[config.mk]
export PLATFORM = sky130hd
export DESIGN_NAME = div_unit
export DESIGN_NICKNAME = d
export VERILOG_FILES = /design/src/rtl/div_unit.sv
export SDC_FILE = /design/constraint.sdc
export NUM_CORES = 1
export LEC_CHECK = 0
export ABC_AREA = 0
export CORE_MARGIN = 4
export CORE_UTILIZATION = 40
export DETAILED_ROUTE_END_ITERATION = 10
export DONT_BUFFER_PORTS = 1
export GPL_ROUTABILITY_DRIVEN = 0
export HOLD_SLACK_MARGIN = 0.12
export SLEW_MARGIN = 20
export SYNTH_ARGS = -nofsm -noshare
export SYNTH_HDL_FRONTEND = slang
export SYNTH_SLANG_ARGS = --single-unit
[constraint.sdc]
create_clock -name clk -period 6.5 [get_ports clk]
set_input_delay 1.3 -clock clk [delete_from_list [all_inputs] [get_ports clk]]
set_output_delay 1.3 -clock clk [all_outputs]
set_load 0.05 [all_outputs]
[src/rtl/div_unit.sv]
// Multi-cycle restoring integer divider for the EX stage (DIV/DIVU).
// Produces {remainder, quotient}; start/ready handshake with annul on flush.
module div_unit #(
  parameter int DATA_W = 32,
  parameter int CNT_W  = 6
) (
  input  logic                  clk,
  input  logic                  rst,
  input  logic                  signed_div_i,
  input  logic [DATA_W-1:0]     opdata1_i,
  input  logic [DATA_W-1:0]     opdata2_i,
  input  logic                  start_i,
  input  logic                  annul_i,
  output logic [2*DATA_W-1:0]   result_o,
  output logic                  ready_o
);

  typedef enum logic [1:0] {FREE, ZERO, ON, END} state_t;

  state_t              state;
  logic [CNT_W-1:0]    cnt;
  logic [2*DATA_W:0]   w;
  logic [DATA_W-1:0]   divisor;
  logic                neg_q;
  logic                neg_r;

  logic [DATA_W-1:0]   mag1;
  logic [DATA_W-1:0]   mag2;
  logic [DATA_W:0]     diff;
  logic [2*DATA_W:0]   w_next;
  logic [DATA_W-1:0]   quo;
  logic [DATA_W-1:0]   rem;

  always_comb begin
    mag1 = (signed_div_i && opdata1_i[DATA_W-1]) ? -opdata1_i : opdata1_i;
    mag2 = (signed_div_i && opdata2_i[DATA_W-1]) ? -opdata2_i : opdata2_i;
    // Trial subtraction on the upper half; borrow out (diff msb) means restore.
    diff   = {1'b0, w[2*DATA_W-1:DATA_W]} - {1'b0, divisor};
    w_next = diff[DATA_W] ? {w[2*DATA_W-1:0], 1'b0}
                          : {diff[DATA_W-1:0], w[DATA_W-1:0], 1'b1};
    quo = neg_q ? -w[DATA_W-1:0]        : w[DATA_W-1:0];
    rem = neg_r ? -w[2*DATA_W:DATA_W+1] : w[2*DATA_W:DATA_W+1];
  end

  always_ff @(posedge clk) begin
    if (rst) begin
      state    <= FREE;
      cnt      <= '0;
      w        <= '0;
      divisor  <= '0;
      neg_q    <= 1'b0;
      neg_r    <= 1'b0;
      result_o <= '0;
      ready_o  <= 1'b0;
    end else begin
      case (state)
        FREE: begin
          result_o <= '0;
          ready_o  <= 1'b0;
          if (start_i && !annul_i) begin
            if (opdata2_i == '0) begin
              state <= ZERO;
            end else begin
              state   <= ON;
              cnt     <= '0;
              w       <= {{DATA_W{1'b0}}, mag1, 1'b0};
              divisor <= mag2;
              neg_q   <= signed_div_i && (opdata1_i[DATA_W-1] ^ opdata2_i[DATA_W-1]);
              neg_r   <= signed_div_i && opdata1_i[DATA_W-1];
            end
          end
        end
        ZERO: begin
          state    <= END;
          result_o <= '0;
          ready_o  <= 1'b1;
        end
        ON: begin
          if (annul_i) begin
            state    <= FREE;
            cnt      <= '0;
            result_o <= '0;
            ready_o  <= 1'b0;
          end else if (cnt != CNT_W'(DATA_W)) begin
            w   <= w_next;
            cnt <= cnt + CNT_W'(1);
          end else begin
            state    <= END;
            result_o <= {rem, quo};
            ready_o  <= 1'b1;
          end
        end
        END: begin
          if (!start_i) begin
            state    <= FREE;
            result_o <= '0;
            ready_o  <= 1'b0;
          end
        end
        default: state <= FREE;
      endcase
    end
  end

endmodule

# --- Word-level counts from Yosys, hierarchy flattened ---
# Cells that the tools add are included.
# Widths: inputs -> output; s select.
op_classes:
  addsub: 6
  n_eq_ne: 11
  muxes: 29
  bitwise: 2
  n_reduce_logical: 14
op_table:
  columns: ["op", "count"]
  rows:
  - ["$mux 65", 5]
  - ["$mux 64", 3]
  - ["$pmux 64 s3", 1]
  - ["$pmux 65 s2", 1]
  - ["$mux 32", 4]
  - ["$neg 32->32", 4]
  - ["$sub 32x32->33", 1]
  - ["$logic_not 32->1", 1]
  - ["$mux 6", 4]
  - ["$pmux 6 s2", 1]
  - ["$mux 2", 5]
  - ["$ne 2x2->1 const B", 5]
  - ["$pmux 2 s4", 1]
  - ["$add 6x1->6 const B", 1]
  - ["$ne 3x3->1 const B", 2]
  - ["$ne 6x6->1 const B", 1]
  - ["$reduce_and 3->1", 2]
  - ["$reduce_and 5->1", 1]
  - ["$eq 2x2->1 const B", 2]
  - ["$logic_and 1x1->1", 4]
  - ["$pmux 1 s4", 1]
  - ["$reduce_and 4->1", 1]
  - ["$mux 1", 3]
  - ["$eq 2x1->1 const B", 1]
  - ["7 further kinds", 7]
word_totals:
  ff_bits: 172
  output_inout_bits: 65

# --- Depth between registers and ports, before layout ---
# Gate-level depths: netlist of run 1.
logic_depth:
  ltp_word: 5
  mapped_depth: 12

# --- Worst setup path after synthesis of run 1 ---
# No wires, ideal clock.
synth_path:
  kind: "input-to-reg"
  startpoint: "input port opdata2_i[0]"
  endpoint: "register w[64]"
  t_arrival_ns: 3.538
  required_time_ns: 6.378
  slack_ns: 2.841
  stages: 11
  path_buffers: 1
  path_cell_list: "inv_1 -> ha_1 -> or4b_4 -> nor3b_4 -> nand4_4 -> o211ai_4 -> a22o_4 -> or3_2 -> buf_6 -> nor2_2 -> a221o_1"
synth_via:
  elab_chain_len: 3
synth_lines:
  columns: ["element", "line", "source"]
  rows:
  - ["start: declaration", "11", "input logic [DATA_W-1:0] opdata2_i,"]
  - ["$logic_not 32->1", "61", "if (opdata2_i == '0) begin"]
  - ["$ne 2x2->1 (no source line)", null, null]
  - ["$reduce_and 5->1 (no source line)", null, null]
  - ["end signal: assignment", "66", "w <= {{DATA_W{1'b0}}, mag1, 1'b0};"]
  - ["end signal: assignment", "85", "w <= w_next;"]
  - ["end: declaration", "22", "logic [2*DATA_W:0] w;"]
# Every way passes these cells.
# A chain may end at the register's enable or synchronous reset.

# --- Final worst setup path of run 1 ---
layout_path:
  startpoint: "input port opdata2_i[0]"
  endpoint: "register w[32]"
# The elaborated chain is that of the path after synthesis.

==> results of run 1 <==
[worst reg2reg max path: cells and delay by family, from the launching register on]
family | cells | cell delay (ps)
and+or+nand+nor | 3 | 1690
buffers and inverters | 3 | 1180
DFF | 1 | 340
AOI/OAI and AO/OA | 1 | 230
adders and majority gates | 1 | 150
[per-stage QoR]
| step | cell area [um2] | utilization [%] | cells | power, W |
|---|---|---|---|---|
| global route | 11910 | 43.94 | 1768 | 0.004079 |
| CTS | 11900 | 43.91 | 1768 | 0.003831 |
| finish | 11910 | 43.94 | 1768 | 0.003807 |
| floorplan | 11090 | - | 1433 | 0.002474 |
| detailed placement | 11330 | 41.82 | 1736 | 0.002820 |
| global placement | 11330 | 41.81 | 1736 | 0.002799 |
[metal layers]
metal	vias up	global-route usage (%)	part of all wire, %
met5	-	0	0
met4	0	5.794	2.0
met3	38	4.741	6.3
met2	231	31.59	45
met1	4673	27.32	47
li1	4979	-	-
[flip-flops by register name, summed over array words and instances, names as in the netlist]
signal and cells:
result_o 64, cnt 6, neg_q 1, ready_o 1
divisor 32, state 2, neg_r 1, w 65
[kinds of logic after synthesis]
kind of cell | Yosys count | share of synthesized area (%)
fa+ha+maj | 44 | 5.032
buf+inv | 135 | 4.761
flops | 172 | 31.05
compound gates | 418 | 24.28
simple gates | 488 | 20.66
mux | 28 | 2.527
xor+xnor | 148 | 11.69
[Yosys cell counts (all sizes together) (5+ instances only)]
master	count	area share (%)
nand3	17	0.77
a221o	7	0.63
o21bai	6	0.41
nand2b	14	0.79
o41ai	11	0.87
a22oi	30	2.0
a21o	15	1.0
ha	43	4.9
o211ai	18	1.3
and2	12	0.68
or3	16	0.91
o21ai	119	5.4
nor3	17	0.77
nor2	156	5.4
mux2i	28	2.5
clkbuf	70	2.4
or4	10	0.74
o31ai	25	1.8
or2	6	0.34
and3	7	0.39
a211oi	33	2.2
nand3b	5	0.34
buf	7	0.42
a21oi	102	4.6
o21a	8	0.54
inv	57	1.9
a22o	6	0.55
dfxtp	172	31
nor2b	9	0.51
xnor2	88	7.0
a31oi	10	0.56
nor4	17	1.2
nand2	185	6.3
nand4	7	0.53
xor2	60	4.7
[path summary, 6_finish.rpt]
check / start / end / slack, ps / cells past startpoint
setup / recovery: opdata2_i[0] / w[32] / 2520 / 10
hold / removal: divisor[2] / divisor[2] / 490 / 2
setup reg to reg: state[0] / result_o[51] / 2830 / 8
hold reg to reg: divisor[2] / divisor[2] / 490 / 2
[area by class of cell]
type                            instances  area, um2  share of cell area [%]
Sequential cell                       172       3445                   28.93
Clock buffer                           17      425.4                   3.573
Clock inverter                         15      140.1                   1.177
Timing Repair Buffer                    8      60.06                  0.5044
Multi-Input combinational cell       1126       7154                   60.08
Tap cell                              372      465.4                   3.909
Inverter                               58      217.7                   1.828
[power groups by stage]
stage          clock network, W  logic (W)  registers (W)
2_1_floorplan                 0    0.00117        0.00131
3_3_place_gp                  0    0.00144        0.00136
3_5_place_dp                  0    0.00145        0.00137
4_1_cts                 0.00103    0.00146        0.00134
5_1_grt                 0.00107    0.00164        0.00137
6_report                0.00100    0.00146        0.00134
==> flow_summary.json, run 1 <==
{
  "startpoint_type": "input port",
  "first_iter_violations": 672,
  "cts_max_path_buffers": 2,
  "row_count": 60,
  "diodes": 0,
  "whs_ps": 494.7,
  "grtUsageTotal_pct": 20.01,
  "root_buffer": "clkbuf_16",
  "worst_path_max_delay_cell": "a21o_1",
  "cp_top_family": "compound AO/OA/AOI/OAI gates",
  "hpwlAfterDp_um": 23430,
  "seq_power_share_pct": 35.3,
  "yosysWarnings": 0,
  "synthCells": 1433,
  "grt_max_degree": 114,
  "cts_setup_buffers": 0,
  "wl_um": 31160,
  "worstSetupEndpointType": "flop",
  "dieArea_um2": 30450,
  "ys.flop_type": "dfxtp_1",
  "status": "finished clean",
  "io_pins": 134,
  "finalSetupTns_ps": 0,
  "cts_tree": "built",
  "synth_fp_nets": 1546,
  "tightest_slew_ps": 1035,
  "hold_violations": 0,
  "async_flop_share_pct": 0,
  "worst_ep_required_time_ps": 6810,
  "cp_slowest_stage_delay_ps": 860,
  "peakVddDrop_mv": 0.2386,
  "grt_pass1_wl_um": 50370,
  "rsz0062_at_grt": "false",
  "post-route-period-util_pct": 61.27,
  "layout_commonest_cell": "nand2_1",
  "layout_common_cells": "nand2_1, dfxtp_1, nor2_1, o21ai_0, a21oi_1",
  "syn_area_per_cell_um2": 7.739,
  "slew_viol_final": 0,
  "htreeDepth": 4,
  "drc": 0,
  "min_period_ps": 3982,
  "p_leak_nw": 4.385,
  "hold_path_class": "flop to flop",
  "synth_edf_count": 0,
  "drt-pass1-iter-count": 5,
  "finalNetCount": 1496,
  "wl_per_cell_um": 17.62,
  "grt_pass1_vias": 9263,
  "p_per_area_nw_per_um2": 319.7,
  "viasPerCell": 5.611,
  "io_buffer_count": 0,
  "area_delta_synth_final_pct": 7.379,
  "cts_buffers": 17,
  "antenna_found_initial": 0,
  "crit_path_max_fanout": 31,
  "synth_cell_types": 80,
  "die_y_um": 174.5,
  "critPathKind": "input port to flop",
  "p_switching_w": 0.001577,
  "cap_violations": 0,
  "final_antenna_net_count": 0,
  "dieWidth_um": 174.5,
  "yosys_register_bits": 172,
  "combPwrFrac_pct": 38.4,
  "crit_buf_inv": 1,
  "clock_sink_count": 172,
  "finalSetupViolCount": 0,
  "sw_frac_of_total_pct": 41.42,
  "vias": 9921,
  "core_um2": 27100,
  "insertion_delay_ps": 440,
  "start_util_pct": 40.92,
  "worstPathCellList": "inv_1 -> ha_1 -> or4b_4 -> nor3b_4 -> nand4_4 -> o21ai_2 -> a21o_1 -> a2111oi_0 -> a221oi_1 -> nor2_1",
  "synth-seq-area-share_pct": 31.05,
  "critical_path_arrival_ps": 4290,
  "syn-cell-area_um2": 11090,
  "fillerInstances": 2788,
  "power_report.internal_total_w": 0.002230,
  "p_clk_share_pct": 26.3,
  "cts.clk_slew.worst_paths_ps": 70,
  "max_freq_mhz": 251.1,
  "drive_above_1_share_pct": 5.014,
  "place_ws_ps": 2041,
  "overflow": 0,
  "cts_hold_buf": 0,
  "max-slew-margin-rel_pct": 31.01,
  "post_cts_resized": 0,
  "fin_ws_ps": 2518,
  "skew_ps": 14.48
}
Note: power is estimated with default switching activity, not from simulation.
==> run 2, diff against run 1 <==
clock period = 3.95 ns   (was 6.5 ns; I/O delays follow)
==> run 2 against run 1 <==
  * Sequential cell count stayed put
  * Cell count is 0.51% higher
  * Largest power group unchanged
  * Non-clock buffer count is 9 higher
  * Worst setup slack worse by 1800 ps
  * Die area stayed put
  * Utilization is 0.16 points higher
  * Hold slack worse by 60 ps
  * Global-route usage is 0.064 points lower
  * Clock-buffer cell count is 2 higher
  * Register-to-register slack worse by 2100 ps
==> flow_summary.json, run 2 (same netlist as run 1, synthesis figures left out) <==
{
  "grtUsageTotal_pct": 19.94,
  "drt-pass1-iter-count": 5,
  "cts_setup_buffers": 0,
  "htreeDepth": 4,
  "diodes": 0,
  "insertion_delay_ps": 430,
  "p_per_area_nw_per_um2": 522.1,
  "p_leak_nw": 4.412,
  "io_buffer_count": 0,
  "top_register": "w",
  "grt_pass1_wl_um": 50620,
  "finalNetCount": 1505,
  "antenna_found_initial": 0,
  "rsz0062_at_grt": "false",
  "status": "finished clean",
  "max-slew-margin-rel_pct": 26.89,
  "worstPathCellList": "inv_1 -> ha_1 -> fa_1 -> nor2b_1 -> o31ai_1 -> a211oi_1 -> or3_1 -> a31oi_1 -> o31ai_4 -> buf_12 -> mux2i_1 -> o21ai_0",
  "wl_um": 31200,
  "crit_path_max_fanout": 20,
  "row_count": 60,
  "cap_violations": 0,
  "slew_viol_final": 0,
  "viasPerCell": 5.633,
  "tightest_slew_ps": 1088,
  "cts_buffers": 17,
  "crit_buf_inv": 2,
  "layoutNonFillerInstCount": 1777,
  "hold_path_class": "input port to flop",
  "grt_pass1_vias": 9437,
  "start_util_pct": 40.92,
  "core_um2": 27100,
  "hpwlAfterDp_um": 23490,
  "peakVddDrop_mv": 0.2878,
  "root_buffer": "clkbuf_16",
  "startpoint_type": "flop",
  "critical_path_arrival_ps": 3570,
  "placed_area_um2": 11410,
  "final_antenna_net_count": 0,
  "max_freq_mhz": 306.1,
  "largest_reg_flops": 65,
  "cp_top_family": "compound AO/OA/AOI/OAI gates",
  "clock_sink_count": 172,
  "worst_ep_required_time_ps": 4250,
  "hold_violations": 0,
  "vias": 10010,
  "first_iter_violations": 697,
  "fin_area_um2": 11950,
  "reg_top3": "w (65), result_o (64), divisor (32)",
  "drive_above_1_share_pct": 5.409,
  "fin_util_pct": 44.10,
  "finalSetupViolCount": 0,
  "die_y_um": 174.5,
  "io_pins": 134,
  "area_delta_synth_final_pct": 7.774,
  "layout_common_cells": "nand2_1, dfxtp_1, nor2_1, o21ai_0, a21oi_1",
  "dieArea_um2": 30450,
  "critPathKind": "flop to flop",
  "cts_hold_buf": 0,
  "cp_slowest_stage_delay_ps": 520,
  "dp_cells": 1745,
  "layout_commonest_cell": "nand2_1",
  "cts.clk_slew.worst_paths_ps": 70,
  "drc": 0,
  "post-route-period-util_pct": 82.70,
  "overflow": 0,
  "finalSetupTns_ps": 0,
  "min_period_ps": 3267,
  "worstSetupEndpointType": "flop",
  "dieWidth_um": 174.5,
  "worst_path_max_delay_cell": "o31ai_4",
  "wl_per_cell_um": 17.56,
  "cts_max_path_buffers": 2,
  "cts_tree": "built",
  "skew_ps": 12.28,
  "post_cts_resized": 0,
  "grt_max_degree": 114
}
[run 2: cell count changes in the layout (fill, tap and decap cells not counted)]
cell and change:
nor2b_4 -1, buf_4 +8, nor2b_2 +1, nor4_2 -1
clkbuf_1 +2, clkinv_4 +4, inv_8 -6, buf_12 +1
nor4_1 +1
[run 2: final timing paths]
kind,from,endpoint,slack [ps],cells past startpoint
worst min-delay path,rst,result_o[33],430,1
worst max register to register,w[32],w[41],680,12
worst max-delay path,w[32],w[41],680,12
worst min register to register,divisor[16],divisor[16],490,2
[run 2: through the flow]
step / power (W) / worst slack (ps) / hold WS, ps
3_3_place_gp: 0.004647 / 603.0 / 479.0
5_1_grt: 0.006688 / 444.6 / 401.2
2_1_floorplan: 0.004072 / 800.7 / 440.2
6_report: 0.006240 / 683.5 / 434.8
3_5_place_dp: 0.004669 / 515.8 / 488.2
4_1_cts: 0.006256 / 689.4 / 416.3
[run 2: where the power goes]
group | total, W | internal, W | switching, W
clock | 0.00158 | 0.000821 | 0.000763
combinational | 0.00244 | 0.000926 | 0.00152
sequential | 0.00221 | 0.00194 | 0.000275
total | 0.00624 | 0.00368 | 0.00256
[run 2: per-layer routing]
metal / vias up / global-route usage, % / routed length [um]
met3: 45 / 4.545 / 1753
met1: 4714 / 28.06 / 15000
met2: 251 / 30.52 / 13660
met5: - / 0 / 0
li1: 5000 / - / -
met4: 0 / 5.990 / 785
[run 2: final cells by class]
class,instances,area [um2]
Fill cell,2792,15150
Multi-Input combinational cell,1126,7143
Sequential cell,172,3445
Tap cell,372,465.4
Clock buffer,19,432.9
Inverter,58,217.7
Timing Repair Buffer,17,140.1
Clock inverter,13,107.6
